<file path="config.mk">
export PLATFORM = sky130hd
export DESIGN_NAME = control_fsm_flat
export DESIGN_NICKNAME = d
export VERILOG_FILES = /design/src/rtl/control_fsm_if.sv /design/src/rtl/control_fsm.sv /design/src/flat_wrapper.sv
export SDC_FILE = /design/constraint.sdc
export NUM_CORES = 1
export LEC_CHECK = 0
export BUFFER_PORTS_ARGS = -buffer_cell sky130_fd_sc_hd__buf_2
export CAP_MARGIN = 20
export CORE_MARGIN = 3
export CORE_UTILIZATION = 42
export CTS_CLUSTER_SIZE = 14
export DETAILED_ROUTE_END_ITERATION = 10
export PLACE_DENSITY = 0.87
export SLEW_MARGIN = 20
export SYNTH_ARGS = -nofsm -noshare
export SYNTH_HDL_FRONTEND = slang
export SYNTH_SLANG_ARGS = --single-unit
</file>
<file path="constraint.sdc">
create_clock -name Clk -period 2.1 [get_ports Clk]
set_input_delay 0.315 -clock Clk [delete_from_list [all_inputs] [get_ports Clk]]
set_output_delay 0.315 -clock Clk [all_outputs]
set_load 0.01 [all_outputs]
</file>
<file path="src/rtl/control_fsm_if.sv">
// Control bundle between the multicycle control FSM (master) and the datapath (slave).
interface control_fsm_if;
  logic [31:0] Instr;
  logic        Zero;
  logic        Instr_LdEn;
  logic        PC_LdEn;
  logic        PC_sel;
  logic        RF_WrEn;
  logic        RF_WrData_sel;
  logic        RF_B_sel;
  logic        ALU_Bin_sel;
  logic [3:0]  ALU_func;
  logic        MEM_WrEn;
  logic        ByteOp;
  logic [2:0]  State;

  modport master (
    input  Instr, Zero,
    output Instr_LdEn, PC_LdEn, PC_sel, RF_WrEn, RF_WrData_sel, RF_B_sel,
           ALU_Bin_sel, ALU_func, MEM_WrEn, ByteOp, State
  );

  modport slave (
    output Instr, Zero,
    input  Instr_LdEn, PC_LdEn, PC_sel, RF_WrEn, RF_WrData_sel, RF_B_sel,
           ALU_Bin_sel, ALU_func, MEM_WrEn, ByteOp, State
  );
endinterface

</file>
<file path="src/rtl/control_fsm.sv">
// Multicycle control unit: sequences IF/ID/EX/MEM/WB and decodes opcode/func
// into datapath selects and enables; outputs follow the state register and Instr.
module control_fsm (
  input  logic          Clk,
  input  logic          Reset_n,
  control_fsm_if.master bus
);
  localparam int unsigned OPC_W  = 6;
  localparam int unsigned FUNC_W = 4;

  localparam logic [OPC_W-1:0] OP_RTYPE = 6'b100000;
  localparam logic [OPC_W-1:0] OP_LI    = 6'b111000;
  localparam logic [OPC_W-1:0] OP_LUI   = 6'b111001;
  localparam logic [OPC_W-1:0] OP_ADDI  = 6'b110000;
  localparam logic [OPC_W-1:0] OP_ANDI  = 6'b110010;
  localparam logic [OPC_W-1:0] OP_ORI   = 6'b110011;
  localparam logic [OPC_W-1:0] OP_B     = 6'b111111;
  localparam logic [OPC_W-1:0] OP_BEQ   = 6'b000000;
  localparam logic [OPC_W-1:0] OP_BNE   = 6'b000001;
  localparam logic [OPC_W-1:0] OP_LB    = 6'b000011;
  localparam logic [OPC_W-1:0] OP_LW    = 6'b001111;
  localparam logic [OPC_W-1:0] OP_SB    = 6'b000111;
  localparam logic [OPC_W-1:0] OP_SW    = 6'b011111;

  localparam logic [FUNC_W-1:0] ALU_ADD = 4'b0000;
  localparam logic [FUNC_W-1:0] ALU_SUB = 4'b0001;
  localparam logic [FUNC_W-1:0] ALU_AND = 4'b0010;
  localparam logic [FUNC_W-1:0] ALU_OR  = 4'b0011;

  typedef enum logic [2:0] {
    S_IF  = 3'b000,
    S_ID  = 3'b001,
    S_EX  = 3'b010,
    S_MEM = 3'b011,
    S_WB  = 3'b100
  } state_e;

  state_e state_q, state_d;

  logic [OPC_W-1:0]  opcode;
  logic [FUNC_W-1:0] func;
  logic              unused_instr;

  assign opcode       = bus.Instr[31:26];
  assign func         = bus.Instr[3:0];
  assign unused_instr = ^bus.Instr[25:4];

  // Opcode classification
  logic is_rtype, is_imm_add, is_andi, is_ori, is_b, is_beq, is_bne;
  logic is_lb, is_lw, is_sb, is_sw, is_load, is_store, is_branch, is_legal;

  assign is_rtype   = (opcode == OP_RTYPE);
  assign is_imm_add = (opcode == OP_ADDI) || (opcode == OP_LI) || (opcode == OP_LUI);
  assign is_andi    = (opcode == OP_ANDI);
  assign is_ori     = (opcode == OP_ORI);
  assign is_b       = (opcode == OP_B);
  assign is_beq     = (opcode == OP_BEQ);
  assign is_bne     = (opcode == OP_BNE);
  assign is_lb      = (opcode == OP_LB);
  assign is_lw      = (opcode == OP_LW);
  assign is_sb      = (opcode == OP_SB);
  assign is_sw      = (opcode == OP_SW);
  assign is_load    = is_lb || is_lw;
  assign is_store   = is_sb || is_sw;
  assign is_branch  = is_b || is_beq || is_bne;
  assign is_legal   = is_rtype || is_imm_add || is_andi || is_ori ||
                      is_branch || is_load || is_store;

  // ALU controls, shared by EX, MEM and WB of the same instruction
  logic [FUNC_W-1:0] alu_func_c;
  logic              alu_bin_sel_c;

  always_comb begin
    alu_func_c    = ALU_ADD;
    alu_bin_sel_c = 1'b0;
    if (is_rtype) begin
      alu_func_c = func;
    end else if (is_imm_add || is_load || is_store) begin
      alu_bin_sel_c = 1'b1;
    end else if (is_andi) begin
      alu_func_c    = ALU_AND;
      alu_bin_sel_c = 1'b1;
    end else if (is_ori) begin
      alu_func_c    = ALU_OR;
      alu_bin_sel_c = 1'b1;
    end else if (is_branch) begin
      alu_func_c = ALU_SUB;
    end
  end

  always_ff @(posedge Clk or negedge Reset_n) begin
    if (!Reset_n) state_q <= S_IF;
    else          state_q <= state_d;
  end

  logic              instr_lden_c, pc_lden_c, pc_sel_c, rf_wren_c, rf_wrdata_sel_c;
  logic              rf_b_sel_c, alu_bin_c, mem_wren_c, byteop_c;
  logic [FUNC_W-1:0] alu_fn_c;

  always_comb begin
    state_d         = S_IF;
    instr_lden_c    = 1'b0;
    pc_lden_c       = 1'b0;
    pc_sel_c        = 1'b0;
    rf_wren_c       = 1'b0;
    rf_wrdata_sel_c = 1'b0;
    rf_b_sel_c      = 1'b0;
    alu_bin_c       = 1'b0;
    alu_fn_c        = ALU_ADD;
    mem_wren_c      = 1'b0;
    byteop_c        = 1'b0;

    unique case (state_q)
      S_IF: begin
        instr_lden_c = 1'b1;
        state_d      = S_ID;
      end
      S_ID: begin
        if (is_legal) begin
          rf_b_sel_c = is_store || is_beq || is_bne;
          state_d    = S_EX;
        end else begin
          pc_lden_c = 1'b1;
        end
      end
      S_EX: begin
        alu_fn_c  = alu_func_c;
        alu_bin_c = alu_bin_sel_c;
        if (is_branch) begin
          rf_b_sel_c = 1'b1;
          pc_lden_c  = 1'b1;
          pc_sel_c   = is_b || (is_beq && bus.Zero) || (is_bne && !bus.Zero);
        end else if (is_load || is_store) begin
          state_d = S_MEM;
        end else if (is_legal) begin
          state_d = S_WB;
        end
      end
      S_MEM: begin
        alu_fn_c  = alu_func_c;
        alu_bin_c = alu_bin_sel_c;
        if (is_store) begin
          mem_wren_c = 1'b1;
          byteop_c   = is_sb;
          pc_lden_c  = 1'b1;
        end else if (is_load) begin
          byteop_c = is_lb;
          state_d  = S_WB;
        end
      end
      S_WB: begin
        alu_fn_c        = alu_func_c;
        alu_bin_c       = alu_bin_sel_c;
        rf_wren_c       = 1'b1;
        pc_lden_c       = 1'b1;
        rf_wrdata_sel_c = is_load;
      end
      default: state_d = S_IF;
    endcase

    // Reset overrides everything so no write or fetch is issued while held
    if (!Reset_n) begin
      instr_lden_c    = 1'b0;
      pc_lden_c       = 1'b0;
      pc_sel_c        = 1'b0;
      rf_wren_c       = 1'b0;
      rf_wrdata_sel_c = 1'b0;
      rf_b_sel_c      = 1'b0;
      alu_bin_c       = 1'b0;
      alu_fn_c        = ALU_ADD;
      mem_wren_c      = 1'b0;
      byteop_c        = 1'b0;
    end
  end

  assign bus.Instr_LdEn    = instr_lden_c;
  assign bus.PC_LdEn       = pc_lden_c;
  assign bus.PC_sel        = pc_sel_c;
  assign bus.RF_WrEn       = rf_wren_c;
  assign bus.RF_WrData_sel = rf_wrdata_sel_c;
  assign bus.RF_B_sel      = rf_b_sel_c;
  assign bus.ALU_Bin_sel   = alu_bin_c;
  assign bus.ALU_func      = alu_fn_c;
  assign bus.MEM_WrEn      = mem_wren_c;
  assign bus.ByteOp        = byteop_c;
  assign bus.State         = state_q;
endmodule

</file>
<file path="src/flat_wrapper.sv">
// flat-port wrapper written by rule: the top's interface ports become plain ports
module control_fsm_flat 
  (Clk, Reset_n, bus_Instr, bus_Zero, bus_Instr_LdEn, bus_PC_LdEn, bus_PC_sel, bus_RF_WrEn, bus_RF_WrData_sel, bus_RF_B_sel, bus_ALU_Bin_sel, bus_ALU_func, bus_MEM_WrEn, bus_ByteOp, bus_State);
  control_fsm_if bus_i ();
  input  logic Clk;
  input  logic Reset_n;
  input wire logic [$bits(bus_i.Instr)-1:0] bus_Instr;
  input wire logic [$bits(bus_i.Zero)-1:0] bus_Zero;
  output wire logic [$bits(bus_i.Instr_LdEn)-1:0] bus_Instr_LdEn;
  output wire logic [$bits(bus_i.PC_LdEn)-1:0] bus_PC_LdEn;
  output wire logic [$bits(bus_i.PC_sel)-1:0] bus_PC_sel;
  output wire logic [$bits(bus_i.RF_WrEn)-1:0] bus_RF_WrEn;
  output wire logic [$bits(bus_i.RF_WrData_sel)-1:0] bus_RF_WrData_sel;
  output wire logic [$bits(bus_i.RF_B_sel)-1:0] bus_RF_B_sel;
  output wire logic [$bits(bus_i.ALU_Bin_sel)-1:0] bus_ALU_Bin_sel;
  output wire logic [$bits(bus_i.ALU_func)-1:0] bus_ALU_func;
  output wire logic [$bits(bus_i.MEM_WrEn)-1:0] bus_MEM_WrEn;
  output wire logic [$bits(bus_i.ByteOp)-1:0] bus_ByteOp;
  output wire logic [$bits(bus_i.State)-1:0] bus_State;
  assign bus_i.Instr = bus_Instr;
  assign bus_i.Zero = bus_Zero;
  assign bus_Instr_LdEn = bus_i.Instr_LdEn;
  assign bus_PC_LdEn = bus_i.PC_LdEn;
  assign bus_PC_sel = bus_i.PC_sel;
  assign bus_RF_WrEn = bus_i.RF_WrEn;
  assign bus_RF_WrData_sel = bus_i.RF_WrData_sel;
  assign bus_RF_B_sel = bus_i.RF_B_sel;
  assign bus_ALU_Bin_sel = bus_i.ALU_Bin_sel;
  assign bus_ALU_func = bus_i.ALU_func;
  assign bus_MEM_WrEn = bus_i.MEM_WrEn;
  assign bus_ByteOp = bus_i.ByteOp;
  assign bus_State = bus_i.State;
  control_fsm u_core (.Clk(Clk), .Reset_n(Reset_n), .bus(bus_i));
endmodule
</file>
-- Yosys cells after proc, flatten, opt, wreduce, memory -nomap -nowiden
Index checks and enable logic that the tools add are counted.
- multiplexer cells: 43
- reductions and logical operators: 25
- eq/ne operators: 16
- operators by type and width (cell ; number):
    $eq A6 B6 Y1 const B ; 7
    $mux W1 ; 28
    $mux W4 ; 6
    $logic_or A1 B1 Y1 ; 19
    $mux W3 ; 5
    $pmux W3 S4 ; 1
    $eq A3 B2 Y1 const B ; 2
    $eq A6 B1 Y1 const B ; 1
    $eq A6 B2 Y1 const B ; 1
    $eq A6 B3 Y1 const B ; 1
    $eq A6 B4 Y1 const B ; 1
    $eq A6 B5 Y1 const B ; 1
    $logic_not A6 Y1 ; 1
    $pmux W1 S4 ; 1
    $eq A3 B1 Y1 const B ; 1
    $eq A3 B3 Y1 const B ; 1
    $logic_not A3 Y1 ; 1
    $reduce_or A3 Y1 ; 1
    $logic_and A1 B1 Y1 ; 2
    $mux W2 ; 1
    $pmux W1 S2 ; 1
    $logic_not A1 Y1 ; 1
- input bits: 35
- register bits after elaboration: 3
- logic and storage cells: 85

-- Depth between registers and ports, before layout
- word-level depth: 13
- mapped depth: 5
- gate-level depth less buffers: 4

-- Worst setup path before layout
No wires, ideal clock.
- path kind: reg-to-output
- start: register u_core.state_q[0], in the netlist u_core.bus.State[0]
- end: output port bus_ALU_func[1]
- cell stages (with the launch flop): 5
- setup slack: 340 ps
- arrival: 1445 ps
- path through: dfrtp_1 buf_2 nor3b_1 o21ai_0 nor4b_1
- longest elaborated chain between the ends: 4
- elaborated cells between the ends (all ways): 6
- those cells by class: eq/ne: 3; mux: 2; reduce/logical: 1
- RTL lines (item ; line ; source):
    start: declaration ; control_fsm.sv:38 ; state_e state_q, state_d;
    start signal: assignment ; control_fsm.sv:93 ; else state_q <= state_d;
    $eq A3 B3 Y1 or $eq A3 B2 Y1 (tied branches) ; control_fsm.sv:113 ; unique case (state_q)
    $reduce_or A3 Y1 (no source line) (*) ; n/a ;
    $mux W4 (*) ; control_fsm.sv:113 ;
    $mux W4 (*) ; control_fsm.sv:162 ; if (!Reset_n) begin
    end: declaration ; flat_wrapper.sv:16 ; output wire logic [$bits(bus_i.ALU_func)-1:0] bus_ALU_func;
Every way passes the cells marked *; elsewhere a longest branch is shown, timed or not.

-- Worst setup path after layout
- start: register u_core.state_q[1], in the netlist u_core.bus.State[1]
- end: output port bus_PC_LdEn
- longest elaborated chain between the ends: 3
- elaborated cells between the ends (all ways): 6
- those cells by class: eq/ne: 4; mux: 2
- RTL lines (item ; line ; source):
    $eq A3 B3 Y1 (tied with other cells) ; control_fsm.sv:113 ;
    $pmux W1 S4 (*) ; control_fsm.sv:113 ;
    $mux W1 (*) ; control_fsm.sv:162 ;
    end: declaration ; flat_wrapper.sv:10 ; output wire logic [$bits(bus_i.PC_LdEn)-1:0] bus_PC_LdEn;
Marks and branches as above.

==> impl_metrics.tcl <==
set metrics [dict create \
    status "finished, final reports clean" \
    largest_reg_flops 3 \
    synthesis.nets 127 \
    drt_iter0_markers 31 \
    required_ns 1.78 \
    drc 0 \
    hp-class "input port to asynchronous set/reset pin" \
    fin_crit_ns 1.94 \
    cp_max_fo 9 \
    grt-ovfl-total 0 \
    ctsLongestPathBuffers 2 \
    timing.hold.ws_ns 0.502 \
    num_rows 13 \
    finalSetupViolations 0 \
    critPathLaunch "u_core.bus.State[1]" \
    endpoint_kind "output port" \
    die_w_um 45.6 \
    synthFlopType "dfrtp_1" \
    tightest_slew_ns 0.362 \
    slowest_delay_ns 0.46 \
    cts_made_buffers 3 \
    yosysMostFrequentCell "nor2_1" \
    routed_wl_um 1830 \
    numPortBuffers 28 \
    postCtsSetupBuffers 0 \
    dr_total_vias 788 \
    slew_viol_final 0 \
    io_pins 51 \
    grt_pass1_wl_um 2970 \
    drt_pass1_iterations 4 \
    start_kind "flip-flop" \
    ys_warn_count 0 \
    final_nets 154 \
    finalWeightedCongestion 0.891 \
    grt_max_degree 16 \
    stdcell_area_sq_um 801 \
    arrival_ns 1.62 \
    cts_tree "built" \
    cts_sinks 3 \
    rsz0062_at_grt "false" \
    synthTopCellsByArea "dfrtp_1 11%, nor2_1 7.4%, buf_6 6.8%" \
    routed_via_density 5.92 \
    synth_top_area_cell "dfrtp_1" \
    start_util 0.476 \
    finalSetupTns_ns 0 \
    areaGrowthSynthToFinish_pct 21.7 \
    crit_type "flip-flop to output port" \
    synth_top_cell_area_share 0.114 \
    finalHoldViolCount 0 \
    slew_headroom 0.756 \
    fillCellCount 127 \
    grt_pass1_vias 736 \
    crit_chain "nand2b_1 -> or3_1 -> o21ai_0 -> buf_2" \
    rr_startpoint "u_core.bus.State[0]" \
    netlist_area_sq_um 658 \
    cts.reportedPaths.clkPinSlew_ns 0.04 \
    synth_cell_types 40 \
    p_leak_nw 0.369 \
    synthCells 92 \
    hpwlAfterDp_um 1340 \
    antenna_found_initial 0 \
    power.density_mw_per_mm2 503 \
    dieArea_sq_mm 0.00208 \
    layout-drive-gt1-share 0.356 \
    ys_seq_elements 3 \
    peakVddDrop_v 0.000282 \
    syn_area_per_cell_sq_um 7.15 \
    synth_edf_count 0 \
    ys_top_cells_by_count "13 x nor2_1, 6 x a21oi_1, 5 x o21ai_0" \
    place_area_sq_um 752 \
    ant_nets 0 \
    cts.htree.levels 1 \
    path_delay_family "simple AND/OR/NAND/NOR gates" \
    slowest_stage "dfrtp_2" \
    path_buf_inv 1 \
    clock_latency_ns 0.25 \
    async_flop_share 1.00 \
    die_h_um 45.6 \
    cts_root_buffer "clkbuf_4" \
    synth_seq_area_share 0.114 \
    n_antenna_cell 0 \
    fmax_mhz 515 \
    core-area_sq_mm 0.00138 \
    drt-wirelength-per-cell_um 13.8 \
    fin_crit_sh 0.924 \
    drv_cap 0 \
    grt_usage 0.198 \
    finClkSkew_ns 0.0121 \
]
## per-layer routing
layer,track usage,vias up,wire [um]
li1,-,384,-
met3,0.0277,8,159
met4,0.158,0,65
met2,0.318,49,839
met1,0.231,347,767
met5,0,-,0
## cell families after synthesis
family	after synthesis	share of synthesized area
flops	3	0.114
buf+inv	10	0.116
compound gates	23	0.234
simple gates	51	0.456
mux	1	0.0152
xor+xnor	4	0.0647
## repair_timing
| item | in CTS | in global routing |
|---|---|---|
| gates resized for setup | 0 | 3 |
| endpoints found under the hold margin | 3 | 0 |
| endpoints found under the setup margin | 0 | 2 |
| hold buffers | 1 | 0 |
## cells in the final DEF (no fill, tap or decap), types with 2 or more instances in the layout
master and instances:
a21oi_1 6, and2_1 2, o21ai_0 5, a211oi_1 3, xor2_1 2, or2_2 3, nand3b_1 2, nor2_1 13
and3_1 3, nor4b_1 2, nand2_1 4, nand2b_1 4, dfrtp_1 2, nand3_1 3, nor3_1 4, clkbuf_4 3
inv_1 3, buf_2 28, o21a_1 2
## final timing paths
check | end | depth (start not counted) | slack, ns
max in group asynchronous | u_core.bus.State[0] | 2 | 1.44
max | bus_PC_LdEn | 4 | 0.16
min reg2reg | u_core.bus.State[2] | 2 | 0.63
min | u_core.bus.State[2] | 2 | 0.50
min in group Clk | u_core.bus.State[0] | 3 | 0.62
max reg2reg | u_core.bus.State[1] | 4 | 0.90
## worst reg2reg max path, cell delays in order, from the launching register on
cell      delay, ns
dfrtp_1        0.48
nand2b_1       0.17
nor2_1         0.07
a32o_1         0.22
a21o_1         0.15
## stage by stage
stage          cells  setup slack, ns  utilization  total power [mW]
6_report         133            0.160        0.579             0.403
5_1_grt          133           0.0414        0.579             0.433
4_1_cts          133           0.0808        0.570             0.398
3_5_place_dp     128            0.215        0.544             0.286
3_3_place_gp     128            0.230        0.544             0.277
2_1_floorplan     92            0.340            -             0.238
## area by class of cell
type,instances,area [sq um],share of cell area
clock buffer,4,26.3,0.0328
inverter,3,11.3,0.0141
multi-input combinational,79,518,0.647
sequential,3,76.3,0.0953
tap,15,18.8,0.0234
timing repair buffer,29,150,0.188
## power by group
part / switching [mW] / total, mW / internal [mW]
combinational: 0.110 / 0.186 / 0.0764
clock: 0.0362 / 0.108 / 0.0716
sequential: 0.0373 / 0.109 / 0.0714
(Power assumes the default switching activity.)
